--- config.mk ---
export PLATFORM = sky130hd
export DESIGN_NAME = axi_w_misrouting
export DESIGN_NICKNAME = d
export VERILOG_FILES = /design/src/rtl/axi_w_misrouting_pkg.sv /design/src/rtl/axi_w_misrouting.sv
export SDC_FILE = /design/constraint.sdc
export NUM_CORES = 1
export LEC_CHECK = 0
export ABC_CLOCK_PERIOD_IN_PS = 1650
export CELL_PAD_IN_SITES_DETAIL_PLACEMENT = 1
export CELL_PAD_IN_SITES_GLOBAL_PLACEMENT = 1
export CORE_UTILIZATION = 26
export CTS_CLUSTER_DIAMETER = 150
export DETAILED_ROUTE_END_ITERATION = 6
export GPL_ROUTABILITY_DRIVEN = 0
export HOLD_SLACK_MARGIN = 0.05
export PLACE_DENSITY = 0.87
export REMOVE_ABC_BUFFERS = 1
export SLEW_MARGIN = 20
export SYNTH_ARGS = -nofsm -noshare
export SYNTH_HDL_FRONTEND = slang
export SYNTH_SLANG_ARGS = --single-unit
export TNS_END_PERCENT = 1
--- constraint.sdc ---
create_clock -name ACLK -period 1.65 [get_ports ACLK]
set_input_delay 0.2475 -clock ACLK [delete_from_list [all_inputs] [get_ports ACLK]]
set_output_delay 0.2475 -clock ACLK [all_outputs]
set_load 0.02 [all_outputs]
--- src/rtl/axi_w_misrouting_pkg.sv ---
// Shared definitions for the read/write decode-error responders:
// response codes, packed channel field positions and FSM state encoding.
package axi_w_misrouting_pkg;

  localparam logic [1:0] RESP_OKAY   = 2'b00;
  localparam logic [1:0] RESP_DECERR = 2'b11;

  localparam int AXI_LEN_WIDTH = 8;

  // Single-bit fields sit at the LSB of the W and R vectors; BRESP/RRESP start at bit 0 of B.
  localparam int W_LAST_BIT   = 0;
  localparam int R_LAST_BIT   = 0;
  localparam int B_RESP_LSB   = 0;

  localparam logic [1:0] ST_IDLE_ENC = 2'd0;
  localparam logic [1:0] ST_DATA_ENC = 2'd1;
  localparam logic [1:0] ST_RESP_ENC = 2'd2;

  typedef enum logic [1:0] {
    ST_IDLE = ST_IDLE_ENC,
    ST_DATA = ST_DATA_ENC,
    ST_RESP = ST_RESP_ENC
  } misr_state_e;

  // ID occupies the MSBs of the AW/AR vectors.
  function automatic int chan_id_lsb(input int chan_width, input int id_width);
    return chan_width - id_width;
  endfunction

  // AxLEN sits directly below the ID field.
  function automatic int chan_len_lsb(input int chan_width, input int id_width);
    return chan_width - id_width - AXI_LEN_WIDTH;
  endfunction

endpackage

--- src/rtl/axi_w_misrouting.sv ---
// Default write target: accepts one AW, sinks W through WLAST, answers DECERR on B.
// Flags bursts whose WLAST position disagrees with AWLEN via a one-cycle LEN_ERR_o pulse.
//
// state   | meaning
// --------+---------------------------------------------------
// IDLE    | ready for a new AW request
// DATA    | sinking W beats until WLAST
// RESP    | presenting {id_q, DECERR} on B until accepted
module axi_w_misrouting
  import axi_w_misrouting_pkg::*;
#(
  parameter int AXI_ID_WIDTH     = 1,
  parameter int AXI_DATA_WIDTH   = 32,
  parameter int AXI_ADDR_WIDTH   = 8,
  parameter int AXI_AWCHAN_WIDTH = AXI_ID_WIDTH + AXI_ADDR_WIDTH + 8 + 3 + 2,
  parameter int AXI_WCHAN_WIDTH  = AXI_DATA_WIDTH + AXI_DATA_WIDTH / 8 + 1,
  parameter int AXI_BCHAN_WIDTH  = AXI_ID_WIDTH + 2
) (
  input  logic                        ACLK,
  input  logic                        ARESETN,
  input  logic [AXI_AWCHAN_WIDTH-1:0] S_AXI_AWCH_i,
  input  logic                        S_AXI_AWCH_VALID_i,
  output logic                        S_AXI_AWCH_READY_o,
  input  logic [AXI_WCHAN_WIDTH-1:0]  S_AXI_WCH_i,
  input  logic                        S_AXI_WCH_VALID_i,
  output logic                        S_AXI_WCH_READY_o,
  output logic [AXI_BCHAN_WIDTH-1:0]  S_AXI_BCH_o,
  output logic                        S_AXI_BCH_VALID_o,
  input  logic                        S_AXI_BCH_READY_i,
  output logic                        LEN_ERR_o
);

  localparam int AW_ID_LSB  = chan_id_lsb(AXI_AWCHAN_WIDTH, AXI_ID_WIDTH);
  localparam int AW_LEN_LSB = chan_len_lsb(AXI_AWCHAN_WIDTH, AXI_ID_WIDTH);

  misr_state_e             state_q;
  logic [AXI_ID_WIDTH-1:0] id_q;
  logic [7:0]              len_q;
  logic [7:0]              beat_cnt_q;
  logic                    late_q;
  logic                    len_err_q;

  logic                    w_last;
  logic [AXI_ID_WIDTH-1:0] aw_id;
  logic [7:0]              aw_len;
  logic                    len_match;
  logic                    unused_bits;

  assign w_last    = S_AXI_WCH_i[W_LAST_BIT];
  assign aw_id     = S_AXI_AWCH_i[AW_ID_LSB +: AXI_ID_WIDTH];
  assign aw_len    = S_AXI_AWCH_i[AW_LEN_LSB +: AXI_LEN_WIDTH];
  assign len_match = (beat_cnt_q == len_q);

  // Address/size/burst and the whole W payload are deliberately discarded.
  assign unused_bits = ^{S_AXI_AWCH_i[AW_LEN_LSB-1:0], S_AXI_WCH_i[AXI_WCHAN_WIDTH-1:1]};

  always_ff @(posedge ACLK or negedge ARESETN) begin
    if (!ARESETN) begin
      state_q    <= ST_IDLE;
      id_q       <= '0;
      len_q      <= '0;
      beat_cnt_q <= '0;
      late_q     <= 1'b0;
      len_err_q  <= 1'b0;
    end else begin
      len_err_q <= 1'b0;
      case (state_q)
        ST_IDLE: begin
          if (S_AXI_AWCH_VALID_i) begin
            id_q       <= aw_id;
            len_q      <= aw_len;
            beat_cnt_q <= '0;
            late_q     <= 1'b0;
            state_q    <= ST_DATA;
          end
        end
        ST_DATA: begin
          if (S_AXI_WCH_VALID_i) begin
            if (beat_cnt_q != 8'hFF) begin
              beat_cnt_q <= beat_cnt_q + 8'd1;
            end
            // late_q keeps an overlong burst to a single error pulse, even once
            // the saturated counter keeps matching len_q=255.
            if (w_last) begin
              state_q <= ST_RESP;
              if (!len_match && !late_q) begin
                len_err_q <= 1'b1;
              end
            end else if (len_match && !late_q) begin
              len_err_q <= 1'b1;
              late_q    <= 1'b1;
            end
          end
        end
        ST_RESP: begin
          if (S_AXI_BCH_READY_i) begin
            state_q <= ST_IDLE;
          end
        end
        default: state_q <= ST_IDLE;
      endcase
    end
  end

  assign S_AXI_AWCH_READY_o = (state_q == ST_IDLE);
  assign S_AXI_WCH_READY_o  = (state_q == ST_DATA);
  assign S_AXI_BCH_VALID_o  = (state_q == ST_RESP);
  assign S_AXI_BCH_o        = {id_q, RESP_DECERR};
  assign LEN_ERR_o          = len_err_q;

endmodule

* Word-level counts from Yosys, hierarchy flattened
Cells that the tools add are included.
** Word-level totals
- Bits of input ports :: 64
- Output and inout port bits :: 7
- Register bits after elaboration :: 21
- Logic and storage cells :: 47
** Operators by class
- Reduce and logical (&&, ||, !) cells :: 10
- Equal/unequal tests :: 11
- Multiplexer cells :: 19
- Add/sub/neg operators :: 1
** Operators by type and width (number)
- $mux W8 :: 3
- $pmux W8 S2 :: 1
- $mux W1 :: 9
- $add A8 B1 Y8 const B :: 1
- $eq A8 B8 Y1 :: 1
- $mux W2 :: 4
- $ne A2 B2 Y1 const B :: 4
- $ne A8 B8 Y1 const B :: 1
- $reduce_and A4 Y1 :: 2
- $ne A2 B1 Y1 const B :: 3
- $pmux W2 S3 :: 1
- $reduce_and A5 Y1 :: 1
- $eq A2 B1 Y1 const B :: 1
- $eq A2 B2 Y1 const B :: 1
- $logic_and A1 B1 Y1 :: 2
- $logic_not A1 Y1 :: 2
- $logic_not A2 Y1 :: 1
- $pmux W1 S2 :: 1
- $reduce_and A2 Y1 :: 1
- $reduce_bool A2 Y1 :: 1

* Depth between registers and ports, before layout
- Depth in word-level cells :: 7
- Gate-level depth with buffers :: 6
- Gate-level depth less buffers :: 5

* Least setup slack after synthesis
No wires, ideal clock.
- Path type :: register to register
- From :: register state_q[0]
- To :: register len_q[3]
- Setup time :: 0.125 ns
- Buffers on the path :: 1
- Data required time :: 1.525 ns
- Stages on the path, launching flop included :: 5
- Arrival :: 1.440 ns
- Period minus slack after synthesis :: 1.565 ns
- Path slack :: 0.085 ns
- Cells stage by stage :: dfrtp_1 nor2_1 nand2_2 buf_6 mux2_2
** On the way
- Cells in the longest elaborated chain, start to end :: 2
** Ends and longest elaborated chain
- start, declared :: RTL line axi_w_misrouting.sv:36 : misr_state_e state_q;
- start signal, assigned :: RTL line axi_w_misrouting.sv:59 : state_q <= ST_IDLE;
- start signal, assigned :: RTL line axi_w_misrouting.sv:74 : state_q <= ST_DATA;
- start signal, assigned :: RTL line axi_w_misrouting.sv:85 : state_q <= ST_RESP;
- $logic_not A2 Y1
- via S_AXI_AWCH_READY_o :: RTL line axi_w_misrouting.sv:23 : output logic S_AXI_AWCH_READY_o,
- $reduce_and A2 Y1 (no line)
- end signal, assigned :: RTL line axi_w_misrouting.sv:71 : len_q <= aw_len;
- end, declared :: RTL line axi_w_misrouting.sv:38 : logic [7:0] len_q;
The timed path passes the listed nets, and every way through them passes these cells.
A chain may end at the register's enable or synchronous reset.

* Worst setup path in the final report
- From :: register beat_cnt_q[1]
- To :: register len_err_q, in the netlist LEN_ERR_o
** On the way
- Cells in the longest elaborated chain, start to end :: 7
- Elaborated cells on any way between the ends :: 9
- Classes of those cells :: eq/ne: 1; mux: 5; reduce/logical: 3
** Ends and longest elaborated chain
- start, declared :: RTL line axi_w_misrouting.sv:39 : logic [7:0] beat_cnt_q;
- start signal, assigned :: RTL line axi_w_misrouting.sv:80 : beat_cnt_q <= beat_cnt_q + 8'd1;
- $eq A8 B8 Y1 (*) :: RTL line axi_w_misrouting.sv:52 : assign len_match = (beat_cnt_q == len_q);
- $logic_not A1 Y1 :: RTL line axi_w_misrouting.sv:86 : if (!len_match && !late_q) begin
- $logic_and A1 B1 Y1 :: RTL line axi_w_misrouting.sv:86
- $mux W1 :: RTL line axi_w_misrouting.sv:86
- $mux W1 (*) :: RTL line axi_w_misrouting.sv:84 : if (w_last) begin
- $mux W1 (*) :: RTL line axi_w_misrouting.sv:78 : if (S_AXI_WCH_VALID_i) begin
- $mux W1 (*) :: RTL line axi_w_misrouting.sv:67 : case (state_q)
- end signal, assigned :: RTL line axi_w_misrouting.sv:66 : len_err_q <= 1'b0;
- end signal, assigned :: RTL line axi_w_misrouting.sv:87 : len_err_q <= 1'b1;
- end signal, assigned :: RTL line axi_w_misrouting.sv:90 : len_err_q <= 1'b1;
- end, declared :: RTL line axi_w_misrouting.sv:41 : logic len_err_q;
Every way passes the cells marked *; elsewhere a longest branch is shown, timed or not.

==> flow_summary_export.csv <==
group,metric,value,unit
timing,finClkSkew,0.00448,ns
critical_path,required,1.80,ns
floorplan,start_util,27.4,%
logic_synthesis,avgSynthCellArea,11.4,sq um
critical_path,worstPathArrival,1.72,ns
cells_and_area,layout.nets,193,
clocking,root_buffer,"clkbuf_8",
timing,hold_violations,0,
placed_design,place_area,1400,sq um
outcome,status,"finished, final reports clean",
logic_synthesis,synth_area_leaders,"dfrtp_1 (48%), mux2_2 (9.2%), xor2_1 (6.3%), nand2_1 (3.1%), o311ai_4 (2.4%)",
clocking,cts_tree,"yes",
route,first_pass_iters,4,
clocking,cts.clk_slew.worst_paths,0.08,ns
logic_synthesis,yosysSeqAreaShare,47.6,%
power_and_ir_drop,p_leak,0.660,nW
power_and_ir_drop,power,0.00200,W
logic_synthesis,syn_area,1100,sq um
clocking,postCtsSetupBuffers,0,
route,drtIter0Drc,19,
logic_synthesis,synth_top_area_cell,"dfrtp_1",
grt,grt_first_pass_wirelength,4320,um
grt,grt_use_total,13.0,%
route,drtAntennaViolNets,0,
logic_synthesis,asyncSetResetFlopFracSynth,100,%
floorplan,core_area,4030,sq um
worst_hold_path,worstHoldPathType,"primary input to async pin",
timing,timing.fmax,637,MHz
placed_design,placed_cells,173,
route,wire_per_inst,14.7,um
cells_and_area,multiInputGateArea,523,sq um
route,num_vias,861,
cells_and_area,finalNonFillerCells,177,
cells_and_area,areaGrowthSynthToFinish,31.2,%
logic_synthesis,synth.distinct_cells,35,
clocking,clock_path_buffers,2,
cells_and_area,final_area,1450,sq um
clocking,htreeDepth,1,
route,drcViolationCount,0,
critical_path,worstSetupStartpointType,"register",
cells_and_area,ff_latch_area,526,sq um
timing,slew_violations,0,
floorplan,ios,71,
timing,rsz0062_at_grt,"no",
floorplan,die_height,67.2,um
timing,setup-tns-final,0,ns
floorplan,die_w,67.2,um
clocking,clk_latency,0.26,ns
logic_synthesis,postSynthCellCount,97,
logic_synthesis,synth_edf_count,0,
grt,grt_pass1_vias,934,
flow_run,cap_violations,0,
timing,fin_crit_sh,95.2,%
power_and_ir_drop,peakVddDrop,0.000716,V
placed_design,port-buffer-count,19,
timing,setup_violations,0,
logic_synthesis,yosysTopAreaCellShare,47.6,%
power_and_ir_drop,power_density,1380,nW/um^2
route,wl,2610,um
cells_and_area,fill_cells,466,
logic_synthesis,yosysMostFrequentCell,"dfrtp_1",
critical_path,endpoint_kind,"register",
timing,min_period,1.57,ns
route,vias_per_cell,4.86,
placed_design,hpwl,2000,um
cells_and_area,antenna_cells,0,
floorplan,row_count,23,
clocking,clock_sinks,21,
timing,tightest_slew,0.488,ns
logic_synthesis,synth-seq-cells,21,
grt,grt_overflow,0,
floorplan,die_area,4510,sq um
logic_synthesis,ys_top_cells_by_count,"dfrtp_1 (21), mux2_2 (9), nand2_1 (9)",
cells_and_area,drive_gt1_share,26.0,%
timing,slew_headroom,67.1,%
logic_synthesis,synth_ff_type,"dfrtp_1",
grt,grt_max_degree,22,
logic_synthesis,yosysWarnings,0,
grt,antenna_found_initial,0,
critical_path,crit_path_max_fanout,4,
critical_path,crit_type,"register to register",
clocking,numCtsBuffers,3,
flip-flops by register name, summed over array words and instances (netlist names):
signal / flops
beat_cnt_q: 8
late_q: 1
len_q: 8
state_q: 2
id_q: 1
LEN_ERR_o: 1
layout make-up:
class	count	share of cell area [%]
tap	50	4.32
timing repair buffer	31	19.1
sequential	21	36.3
clock buffer	4	3.11
inverter	4	1.04
multi-input combinational	67	36.1
per-layer routing:
metal / vias to the layer above / global-route usage [%] / wire length (um)
met4: 0 / 1.60 / 8
met3: 2 / 3.55 / 150
met1: 432 / 15.3 / 1110
met5: - / 0 / 0
li1: 400 / - / -
met2: 27 / 23.8 / 1340
critical path, stage by stage, from the launching register on:
cell	delay, ns
dfrtp_1	0.39
buf_4	0.15
xor2_1	0.16
nor4_1	0.48
and2_1	0.19
o21ai_0	0.08
where the power goes:
group | internal, W | leakage [nW] | total [W] | switching, W
clock network | 0.000172 | 0.0228 | 0.000341 | 0.000169
logic | 0.000440 | 0.369 | 0.000865 | 0.000425
registers | 0.000672 | 0.269 | 0.000789 | 0.000117
path summary, 6_finish.rpt:
| path | start | endpoint | slack, ns | depth (start not counted) |
|---|---|---|---|---|
| min | ARESETN | beat_cnt_q[0] | 0.34 | 2 |
| min reg2reg | late_q | late_q | 0.51 | 2 |
| min in group ACLK | late_q | late_q | 0.51 | 2 |
| max in group asynchronous | ARESETN | len_q[7] | 1.09 | 2 |
| max | beat_cnt_q[1] | LEN_ERR_o | 0.08 | 5 |
| max reg2reg | beat_cnt_q[1] | LEN_ERR_o | 0.08 | 5 |
cell usage in the layout, fill, tap and decap left out, types with 2 or more instances in the layout:
| cell type | netlist | layout |
|---|---|---|
| xor2_1 | 8 | 8 |
| o211ai_1 | 2 | 2 |
| conb_1 | 1 | 2 |
| dlygate4sd2_1 | 0 | 3 |
| a31oi_1 | 2 | 2 |
| clkdlybuf4s50_1 | 0 | 16 |
| o31ai_1 | 3 | 3 |
| and3_1 | 2 | 2 |
| nor2_1 | 4 | 4 |
| mux2_2 | 9 | 9 |
| dfrtp_1 | 21 | 21 |
| buf_4 | 3 | 12 |
| nand3_1 | 5 | 5 |
| inv_1 | 4 | 4 |
| clkbuf_8 | 0 | 3 |
| nand2_1 | 9 | 9 |
per-stage QoR:
stage | hold slack, ns | setup slack, ns | util [%]
floorplan | -0.0481 | -0.0350 | -
global placement | 0.465 | 0.0263 | 34.8
detailed placement | 0.500 | -0.0353 | 34.8
CTS | 0.346 | 0.0826 | 35.8
global route | 0.363 | 0.0156 | 35.9
finish | 0.336 | 0.0797 | 35.9
cell families after synthesis:
group | count (synthesis) | share of synthesized area, %
adder cells (fa/ha/maj) | 1 | 1.13
buffers and inverters | 10 | 5.89
other | 1 | 0.340
XOR/XNOR | 8 | 6.35
multiplexers | 9 | 9.18
flip-flops | 21 | 47.6
AO/OA/AOI/OAI | 17 | 15.1
AND/OR/NAND/NOR | 30 | 14.4
what timing repair did:
action,CTS,global route
hold buffers,0,0
gates resized for setup,3,1
setup endpoints to repair,3,1
No activity file was read; power rests on OpenSTA's default activity.
